### src/rtl/flick_conditioner.sv
// Push-button conditioner: synchronizer, debounce FSM, press pulse/counter,
// and a step_tick pacing generator realigned on every accepted press.
module flick_conditioner #(
    parameter int DEBOUNCE_CYCLES = 4,
    parameter int TICK_DIV        = 8,
    parameter int CNT_W           = 16
) (
    input  logic       clk,
    input  logic       reset,
    input  logic       flick_raw,
    input  logic       tick_en,
    output logic       flick_pulse,
    output logic       flick_level,
    output logic       step_tick,
    output logic [7:0] press_count
);

    localparam logic [1:0] RELEASED     = 2'b00;
    localparam logic [1:0] PRESS_WAIT   = 2'b01;
    localparam logic [1:0] PRESSED      = 2'b11;
    localparam logic [1:0] RELEASE_WAIT = 2'b10;

    localparam logic [CNT_W-1:0] DEB_MAX  = CNT_W'(DEBOUNCE_CYCLES - 1);
    localparam logic [CNT_W-1:0] TICK_MAX = CNT_W'(TICK_DIV - 1);

    logic             s1;
    logic             s2;
    logic [1:0]       state;
    logic [1:0]       state_nxt;
    logic [CNT_W-1:0] deb_cnt;
    logic [CNT_W-1:0] deb_nxt;
    logic [CNT_W-1:0] tick_cnt;
    logic             accept;

    always_comb begin
        state_nxt = state;
        deb_nxt   = deb_cnt;
        accept    = 1'b0;
        case (state)
            RELEASED: begin
                if (s2) begin
                    state_nxt = PRESS_WAIT;
                    deb_nxt   = '0;
                end
            end
            PRESS_WAIT: begin
                if (!s2) begin
                    state_nxt = RELEASED;
                end else if (deb_cnt == DEB_MAX) begin
                    state_nxt = PRESSED;
                    accept    = 1'b1;
                end else begin
                    deb_nxt = deb_cnt + 1'b1;
                end
            end
            PRESSED: begin
                if (!s2) begin
                    state_nxt = RELEASE_WAIT;
                    deb_nxt   = '0;
                end
            end
            RELEASE_WAIT: begin
                if (s2) begin
                    state_nxt = PRESSED;
                end else if (deb_cnt == DEB_MAX) begin
                    state_nxt = RELEASED;
                end else begin
                    deb_nxt = deb_cnt + 1'b1;
                end
            end
            default: state_nxt = RELEASED;
        endcase
    end

    always_ff @(posedge clk or negedge reset) begin
        if (!reset) begin
            s1          <= 1'b0;
            s2          <= 1'b0;
            state       <= RELEASED;
            deb_cnt     <= '0;
            flick_level <= 1'b0;
            flick_pulse <= 1'b0;
            press_count <= 8'd0;
        end else begin
            s1          <= flick_raw;
            s2          <= s1;
            state       <= state_nxt;
            deb_cnt     <= deb_nxt;
            flick_level <= state_nxt[1];
            flick_pulse <= accept;
            if (accept && press_count != 8'hFF) begin
                press_count <= press_count + 8'd1;
            end
        end
    end

    // A press realigns the step phase and suppresses any coincident tick.
    always_ff @(posedge clk or negedge reset) begin
        if (!reset) begin
            tick_cnt  <= '0;
            step_tick <= 1'b0;
        end else if (accept) begin
            tick_cnt  <= '0;
            step_tick <= 1'b0;
        end else if (tick_en) begin
            if (tick_cnt == TICK_MAX) begin
                tick_cnt  <= '0;
                step_tick <= 1'b1;
            end else begin
                tick_cnt  <= tick_cnt + 1'b1;
                step_tick <= 1'b0;
            end
        end else begin
            step_tick <= 1'b0;
        end
    end

endmodule

### config.mk
export PLATFORM = sky130hd
export DESIGN_NAME = flick_conditioner
export DESIGN_NICKNAME = d
export VERILOG_FILES = /design/src/rtl/flick_conditioner.sv
export SDC_FILE = /design/constraint.sdc
export NUM_CORES = 1
export LEC_CHECK = 0
export CORE_ASPECT_RATIO = 0.8
export CORE_UTILIZATION = 30
export CTS_CLUSTER_DIAMETER = 120
export DETAILED_ROUTE_END_ITERATION = 6
export SLEW_MARGIN = 5
export SYNTH_ARGS = -nofsm -noshare
export SYNTH_HDL_FRONTEND = slang
export SYNTH_SLANG_ARGS = --single-unit
### constraint.sdc
create_clock -name clk -period 2.84 [get_ports clk]
set_clock_uncertainty 0.2 [all_clocks]
set_input_delay 0.568 -clock clk [delete_from_list [all_inputs] [get_ports clk]]
set_output_delay 0.568 -clock clk [all_outputs]
set_load 0.05 [all_outputs]
**Yosys cells after proc, flatten, opt, wreduce, memory -nomap -nowiden**

Cells that the tools add are included.

- Bitwise operators: 0
- Multiply operators: 0
- Order comparisons: 0
- Muxes and demuxes: 22
- Shift operators: 0
- Reduce and logical (&&, ||, !) cells: 5
- Div/mod/pow operators: 0
- Add/sub/neg operators: 3
- Equal/unequal tests: 12

Operator list:

| operator | count |
|---|---|
| $mux W16 | 8 |
| $pmux W16 S4 | 1 |
| $add A16 B1 Y16 const B | 2 |
| $eq A16 B2 Y1 const B | 1 |
| $eq A16 B3 Y1 const B | 1 |
| $mux W2 | 6 |
| $add A8 B1 Y8 const B | 1 |
| $ne A2 B2 Y1 const B | 4 |
| $ne A8 B8 Y1 const B | 1 |
| $pmux W2 S4 | 1 |
| $reduce_and A4 Y1 | 2 |
| $mux W1 | 6 |
| $ne A3 B3 Y1 const B | 2 |
| $eq A2 B2 Y1 const B | 2 |
| $eq A2 B1 Y1 const B | 1 |
| $logic_not A2 Y1 | 1 |
| $reduce_bool A2 Y1 | 1 |
| $logic_and A1 B1 Y1 | 1 |

- Latch bits: 0
- Bits of input ports: 4
- Memory bits (read-only): 0
- Bits in writable memories: 0
- Output and inout bits: 11
- Memories: 0
- Register bits: 46
- Word-level logic and storage cells: 51

**Depth between registers and ports, before layout**

Gate-level depths: netlist (run 1).

- Word-level depth: 5
- Depth in mapped cells: 8
- Depth with buffers taken out: 7

**Least setup slack after synthesis (run 1)**

Ideal clock, no wire load.

- Kind: flip-flop to flip-flop
- Start point: register state[1]
- End point: register deb_cnt[8]
- Clock period less this slack: 2.363 ns
- Required time: 2.530 ns
- Path buffers: 1
- Path slack: 0.477 ns
- Arrival time: 2.053 ns
- Cell stages (with the launch flop): 8
- Setup time: 0.110 ns
- Path through: dfrtp_1 > inv_1 > ha_1 > nor3_1 > a21oi_1 > nand3b_1 > clkbuf_1 > o41ai_1

- Word-level cells in the longest chain between the ends: 3
- Elaborated cells between the ends (all ways): 10
- Classes of those cells: 7 x eq/ne; 1 x mux; 2 x reduce/logical

Ends and longest elaborated chain:

| element | line | source |
|---|---|---|
| from (decl) | 28 | `logic [1:0] state;` |
| from (signal assigned) | 87 | `state <= state_nxt;` |
| $eq A2 B2 Y1, or another cell as far along | 39 | `case (state)` |
| $ne A2 B2 Y1 (no line) | -- |  |
| $reduce_and A4 Y1 (no line) | -- |  |
| to (signal assigned) | 88 | `deb_cnt <= deb_nxt;` |
| to (decl) | 30 | `logic [CNT_W-1:0] deb_cnt;` |

Parallel ways exist; a longest one is shown, timed or not.
A chain may end at the register's enable or synchronous reset.

**Worst setup path after layout (run 1)**

- Start point: register state[1]
- End point: register deb_cnt[9]

The elaborated chain is that of the path after synthesis.

==> out/summary.json, run 1 <==
{
  "route": {
    "initialDrtViolationCount": 138,
    "drcViolationCount": 0,
    "antenna_violating_nets_post_route": 0,
    "detailroute.via_count": 2113,
    "first_pass_iters": 4,
    "routedWlPerCell_um": 13.81,
    "vias_per_cell": 5.269,
    "routed_wl_mm": 5.539
  },
  "worst_setup_path": {
    "critical_path_cell_by_cell": "inv_1 > ha_1 > nor3_1 > a21oi_1 > buf_4 > nand2b_1 > or3_2 > nand3_1",
    "critical_path_depth": 8,
    "cp_data_arrival_time_ns": 2.46,
    "critical_path.n_buffers_inverters": 2,
    "worst-setup-path-type": "register to register",
    "worst_path_max_delay_cell": "sky130_fd_sc_hd__a21oi_1",
    "number_of_cells_traversed_by_the_worst_register_to_register_path": 8,
    "critPathMaxFanout": 12,
    "slowest_delay_ns": 0.67,
    "critical_path.top_delay_family": "compound AO/OA/AOI/OAI gates",
    "crit_path_end_kind": "register",
    "timing.critical_path.from_type": "register",
    "required_ns": 2.82
  },
  "timing": {
    "hold_viol": 0,
    "slew_violations": 0,
    "slew-limit-headroom_pct": 42.83,
    "timing.fmax_ghz": 0.4036,
    "tightest_slew_ns": 0.8575,
    "layout_min_cycle_time_ns": 2.477,
    "setup_violations": 0,
    "fin_crit_sh_pct": 87.23,
    "setup-tns-final_ns": 0,
    "rsz0062_at_grt": "no"
  },
  "synthesis": {
    "synthDistinctLibCells": 52,
    "synth_area_leader_cell": "sky130_fd_sc_hd__dfrtp_1",
    "synth_enable_flop_cells": 0,
    "net_count_synth": 288,
    "synth_ff_type": "sky130_fd_sc_hd__dfrtp_1",
    "ys_warn_count": 0,
    "top_cell_type_s_share_of_synthesized_area_pct": 44.97,
    "asyncSetResetFlopFracSynth_pct": 100.0,
    "post_synth_instance_area_mm2": 0.002560,
    "synth_top_cells_by_area": "sky130_fd_sc_hd__dfrtp_1, sky130_fd_sc_hd__ha_1, sky130_fd_sc_hd__a21oi_1, sky130_fd_sc_hd__o21ai_0, sky130_fd_sc_hd__nand2_1",
    "synth_seq_area_share_pct": 44.97,
    "synth_cells": 276,
    "synthTopCellsByCount": "sky130_fd_sc_hd__dfrtp_1, sky130_fd_sc_hd__nand2_1, sky130_fd_sc_hd__nor2_1, sky130_fd_sc_hd__a21oi_1, sky130_fd_sc_hd__o21ai_0",
    "synth-seq-cells": 46,
    "synthMostInstantiatedCell": "sky130_fd_sc_hd__dfrtp_1",
    "synth.avg_cell_area_um2": 9.275
  },
  "floorplanning": {
    "core_area_mm2": 0.008092,
    "pin_count": 15,
    "start_util_pct": 31.64,
    "row_count": 29,
    "floorplan.die.height_um": 84.62,
    "die_area_mm2": 0.008909,
    "die_width_um": 105.3
  },
  "clock_tree": {
    "holdBufCountCts": 0,
    "cts-buffers-inserted": 5,
    "worstSkewPairLatency_ns": 0.30,
    "cts.clk_slew.worst_paths_ns": 0.09,
    "h_tree_depth": 2,
    "tritoncts_clock_tree": "done",
    "cts.repair.resized": 0,
    "clock-sinks": 46,
    "clockBufferDepth": 2,
    "post_cts_buffers": 0,
    "root_buffer": "sky130_fd_sc_hd__clkbuf_8"
  },
  "cells_and_area": {
    "count_of_inserted_antenna_diode_cells": 0,
    "final_net_count": 304,
    "syn_to_final_growth_pct": 14.17,
    "layout.core_utilization_pct": 36.12,
    "layout-drive-gt1-share_pct": 9.898
  },
  "placed_design": {
    "buffer_ports.inserted": 14,
    "dpl.hpwl_mm": 3.868,
    "gpl.final_weighted_congestion": 0.8402
  },
  "power": {
    "pwr_density_cell_mw_per_mm2": 750.0,
    "leakage_nw": 1.231,
    "irDropWorstVdd_uv": 404.8
  },
  "global_routing": {
    "grt.total_usage_pct": 13.33,
    "grt_antenna_before_repair": 0,
    "wire_length_of_the_first_global_routing_pass_mm": 9.535,
    "grt-ovfl-total": 0,
    "maximum_number_of_pins_on_one_net_before_global_route_repair": 25,
    "grt_pass1_vias": 1917
  },
  "outcome": {
    "run_status": "completed"
  },
  "worst_hold_path": {
    "hp-class": "input pin to asynchronous set/reset pin"
  },
  "flow_run": {
    "timing.max_cap.violations": 0
  }
}
-- per-stage QoR --
stage / setup WS (ns) / hold WS [ns] / cell area, um2 / std cells / total power (W)
final: 0.3625 / 0.06479 / 2923 / 401 / 0.002192
after global placement: 0.4484 / 0.1394 / 2831 / 393 / 0.001758
after global routing: 0.1701 / 0.1035 / 2923 / 401 / 0.002344
after detailed placement: 0.3967 / 0.1451 / 2831 / 393 / 0.001769
after floorplan: 0.4769 / 0.07241 / 2560 / 276 / 0.001490
after CTS: 0.3628 / 0.06458 / 2923 / 401 / 0.002199
-- where the power goes --
group | total (W) | leakage [nW] | internal (W) | switching (W)
clock network | 0.000424 | 0.0482 | 0.000197 | 0.000227
registers | 0.000924 | 0.617 | 0.000767 | 0.000157
logic | 0.000845 | 0.566 | 0.000341 | 0.000503
-- area by class of cell --
class | instances | area (um2)
Fill cell | 810 | 5169
Multi-Input combinational cell | 208 | 1304
Sequential cell | 46 | 1151
Timing Repair Buffer | 22 | 207.7
Tap cell | 108 | 135.1
Clock buffer | 7 | 86.33
Inverter | 9 | 33.78
Clock inverter | 1 | 5.005
-- per-layer routing --
metal	up-vias	GRT usage [%]	share of wire, %	wire [um]
met5	-	0	0	0
met3	8	2.950	4.2	235
met4	0	4.609	1.3	70
met2	44	17.94	40	2188
met1	1015	20.54	55	3045
li1	1046	-	-	-
-- cells in the final DEF, fill, tap and decap left out, types with 2 or more instances in the layout --
| master | instances |
|---|---|
| sky130_fd_sc_hd__or3_1 | 5 |
| sky130_fd_sc_hd__nand4_1 | 11 |
| sky130_fd_sc_hd__nand3_1 | 15 |
| sky130_fd_sc_hd__o21ai_0 | 19 |
| sky130_fd_sc_hd__xnor2_1 | 4 |
| sky130_fd_sc_hd__clkbuf_8 | 6 |
| sky130_fd_sc_hd__buf_4 | 7 |
| sky130_fd_sc_hd__o31ai_1 | 7 |
| sky130_fd_sc_hd__and4_1 | 3 |
| sky130_fd_sc_hd__dfrtp_1 | 46 |
| sky130_fd_sc_hd__xor2_1 | 9 |
| sky130_fd_sc_hd__nand2_1 | 24 |
| sky130_fd_sc_hd__nor2_1 | 21 |
| sky130_fd_sc_hd__and2_1 | 2 |
| sky130_fd_sc_hd__clkdlybuf4s50_1 | 13 |
| sky130_fd_sc_hd__a31oi_1 | 5 |
| sky130_fd_sc_hd__nor4b_1 | 2 |
| sky130_fd_sc_hd__and3_1 | 8 |
| sky130_fd_sc_hd__inv_1 | 7 |
| sky130_fd_sc_hd__ha_1 | 8 |
| sky130_fd_sc_hd__o41ai_1 | 2 |
| sky130_fd_sc_hd__mux2_2 | 3 |
| sky130_fd_sc_hd__a21oi_1 | 19 |
| sky130_fd_sc_hd__nand2b_1 | 3 |
| sky130_fd_sc_hd__nor3_1 | 7 |
| sky130_fd_sc_hd__nor4_1 | 9 |
-- worst paths after layout --
check | from | to | slack (ns)
setup / recovery | state[1]$_DFFE_PN0P_ | deb_cnt[9]$_DFFE_PN0P_ | 0.36
max in group asynchronous | reset | press_count[7]$_DFFE_PN0P_ | 1.84
hold reg to reg | s1$_DFF_PN0_ | s2$_DFF_PN0_ | 0.16
hold / removal | reset | tick_cnt[3]$_DFFE_PN0P_ | 0.06
setup reg to reg | state[1]$_DFFE_PN0P_ | deb_cnt[9]$_DFFE_PN0P_ | 0.36
min in group clk | s1$_DFF_PN0_ | s2$_DFF_PN0_ | 0.16
-- flip-flops by register name, indices dropped and copies added (netlist names) --
| signal | flops |
|---|---|
| deb_cnt | 16 |
| tick_cnt | 16 |
| press_count | 8 |
| state | 2 |
| flick_pulse | 1 |
| s1 | 1 |
| s2 | 1 |
| step_tick | 1 |
-- logic make-up after synthesis --
family | share of synthesized area [%]
and+or+nand+nor | 26.00
AOI/OAI and AO/OA | 15.25
DFF | 44.97
buffers and inverters | 4.106
xor gates and xnor gates | 4.448
adders and majority gates | 3.910
muxes | 1.320
No activity file was read; power rests on OpenSTA's default activity.
==> run 2: changes to the inputs <==
Settings changed: CORE_MARGIN set to 5, REMOVE_ABC_BUFFERS set to 1.
==> out/summary.json, run 2 (synthesis gave the netlist of run 1 again) <==
{
  "cells_and_area": {
    "syn_to_final_growth_pct": 14.13,
    "count_of_inserted_antenna_diode_cells": 0,
    "layout-drive-gt1-share_pct": 9.932,
    "filler_cell_count": 899,
    "post-route-cell-area_mm2": 0.002922,
    "layout.core_utilization_pct": 34.75,
    "mostFrequentLayoutCell": "sky130_fd_sc_hd__dfrtp_1",
    "layout_common_cells": "sky130_fd_sc_hd__dfrtp_1, sky130_fd_sc_hd__nand2_1, sky130_fd_sc_hd__nor2_1",
    "largestRegisters": "deb_cnt x16, tick_cnt x16, press_count x8",
    "final_net_count": 303
  },
  "clock_tree": {
    "post_cts_buffers": 0,
    "worstSkewPairLatency_ns": 0.30,
    "clock-sinks": 46,
    "cts-buffers-inserted": 5,
    "holdBufCountCts": 0,
    "h_tree_depth": 2,
    "clockBufferDepth": 2,
    "tritoncts_clock_tree": "done",
    "cts.clk_slew.worst_paths_ns": 0.10,
    "cts.repair.resized": 0,
    "root_buffer": "sky130_fd_sc_hd__clkbuf_8"
  },
  "floorplanning": {
    "pin_count": 15,
    "row_count": 30,
    "die_width_um": 113.3,
    "core_area_mm2": 0.008408,
    "die_area_mm2": 0.01049,
    "start_util_pct": 30.45,
    "floorplan.die.height_um": 92.62
  },
  "power": {
    "leakage_nw": 1.218,
    "irDropWorstVdd_uv": 482.7,
    "total_power_w": 0.002181,
    "pwr_density_cell_mw_per_mm2": 746.5
  },
  "timing": {
    "hold_viol": 0,
    "setup-tns-final_ns": 0,
    "final.hold.worst_slack_ns": 0.05470,
    "tightest_slew_ns": 0.5680,
    "slew_violations": 0,
    "rsz0062_at_grt": "no",
    "timing.fmax_ghz": 0.4111,
    "setup_violations": 0,
    "slew-limit-headroom_pct": 62.13,
    "fin_crit_sh_pct": 85.66,
    "layout_min_cycle_time_ns": 2.433
  },
  "placed_design": {
    "dpl.hpwl_mm": 3.868,
    "gpl.final_weighted_congestion": 0.8382,
    "post_dp_cell_area_mm2": 0.002829,
    "buffer_ports.inserted": 14
  },
  "route": {
    "drcViolationCount": 0,
    "antenna_violating_nets_post_route": 0,
    "routedWlPerCell_um": 13.69,
    "vias_per_cell": 5.228,
    "first_pass_iters": 4,
    "routed_wl_mm": 5.532,
    "detailroute.via_count": 2112,
    "initialDrtViolationCount": 144
  },
  "outcome": {
    "run_status": "completed"
  },
  "global_routing": {
    "grt-ovfl-total": 0,
    "grt_pass1_vias": 1940,
    "grt_antenna_before_repair": 0,
    "grt.total_usage_pct": 11.39,
    "maximum_number_of_pins_on_one_net_before_global_route_repair": 25,
    "wire_length_of_the_first_global_routing_pass_mm": 9.832
  },
  "flow_run": {
    "timing.max_cap.violations": 0
  },
  "worst_setup_path": {
    "worst-setup-path-type": "register to register",
    "required_ns": 2.84,
    "cp_data_arrival_time_ns": 2.43,
    "worstReg2RegStart": "deb_cnt[0]$_DFFE_PN0P_",
    "timing.critical_path.from_type": "register",
    "crit_path_start": "deb_cnt[0]$_DFFE_PN0P_",
    "crit_path_end_kind": "register",
    "critPathMaxFanout": 7
  },
  "worst_hold_path": {
    "hp-class": "input pin to asynchronous set/reset pin"
  }
}
## run 2: cell count changes in the layout (fill, tap and decap cells not counted)
cell | before | now
sky130_fd_sc_hd__inv_6 | 0 | 1
sky130_fd_sc_hd__buf_4 | 7 | 6
sky130_fd_sc_hd__clkinv_2 | 1 | 0
sky130_fd_sc_hd__clkbuf_1 | 1 | 0
sky130_fd_sc_hd__clkinvlp_4 | 0 | 2
sky130_fd_sc_hd__clkbuf_8 | 6 | 5
## run 2: final timing paths
path / to / slack, ns / depth (start not counted)
worst max-delay path: press_count[1]$_DFFE_PN0P_ / 0.41 / 6
min in group clk: s2$_DFF_PN0_ / 0.16 / 0
worst min-delay path: tick_cnt[0]$_DFFE_PN0P_ / 0.05 / 1
worst min register to register: s2$_DFF_PN0_ / 0.16 / 0
worst max register to register: press_count[1]$_DFFE_PN0P_ / 0.41 / 6
max in group asynchronous: s2$_DFF_PN0_ / 1.87 / 2
## run 2: metrics by stage
| stage | setup slack (ns) | instances |
|---|---|---|
| after CTS | 0.3975 | 404 |
| final | 0.4074 | 404 |
| after detailed placement | 0.4259 | 396 |
| after global placement | 0.5021 | 396 |
| after global routing | 0.2680 | 404 |
| after floorplan | 0.3301 | 263 |
## run 2: critical path, cell delays in order, from the launching register on
cell,delay [ns]
sky130_fd_sc_hd__dfrtp_1,0.40
sky130_fd_sc_hd__ha_1,0.26
sky130_fd_sc_hd__nor4b_1,0.25
sky130_fd_sc_hd__nand4_1,0.33
sky130_fd_sc_hd__or2_4,0.38
sky130_fd_sc_hd__a31oi_4,0.16
sky130_fd_sc_hd__mux2_2,0.34
## run 2: where the power goes
group	switching [W]	internal, W
Sequential	0.000158	0.000767
Clock	0.000238	0.000176
Combinational	0.000503	0.000339
## run 2: cell type report
class	instances	area [um2]	share of cell area, %
inverter	9	33.78	1.156
timing repair buffer	21	200.2	6.852
clock inverter	3	23.77	0.8137
clock buffer	5	68.82	2.355
multi-input combinational	208	1304	44.63
sequential	46	1151	39.40
tap	112	140.1	4.797
## run 2: per-layer routing
metal | GRT usage [%] | vias to the layer above | part of all wire (%)
met5 | 0 | - | 0
met1 | 16.67 | 1015 | 53
met2 | 16.32 | 44 | 41
met4 | 3.704 | 0 | 1.4
met3 | 2.743 | 7 | 3.9
li1 | - | 1046 | -
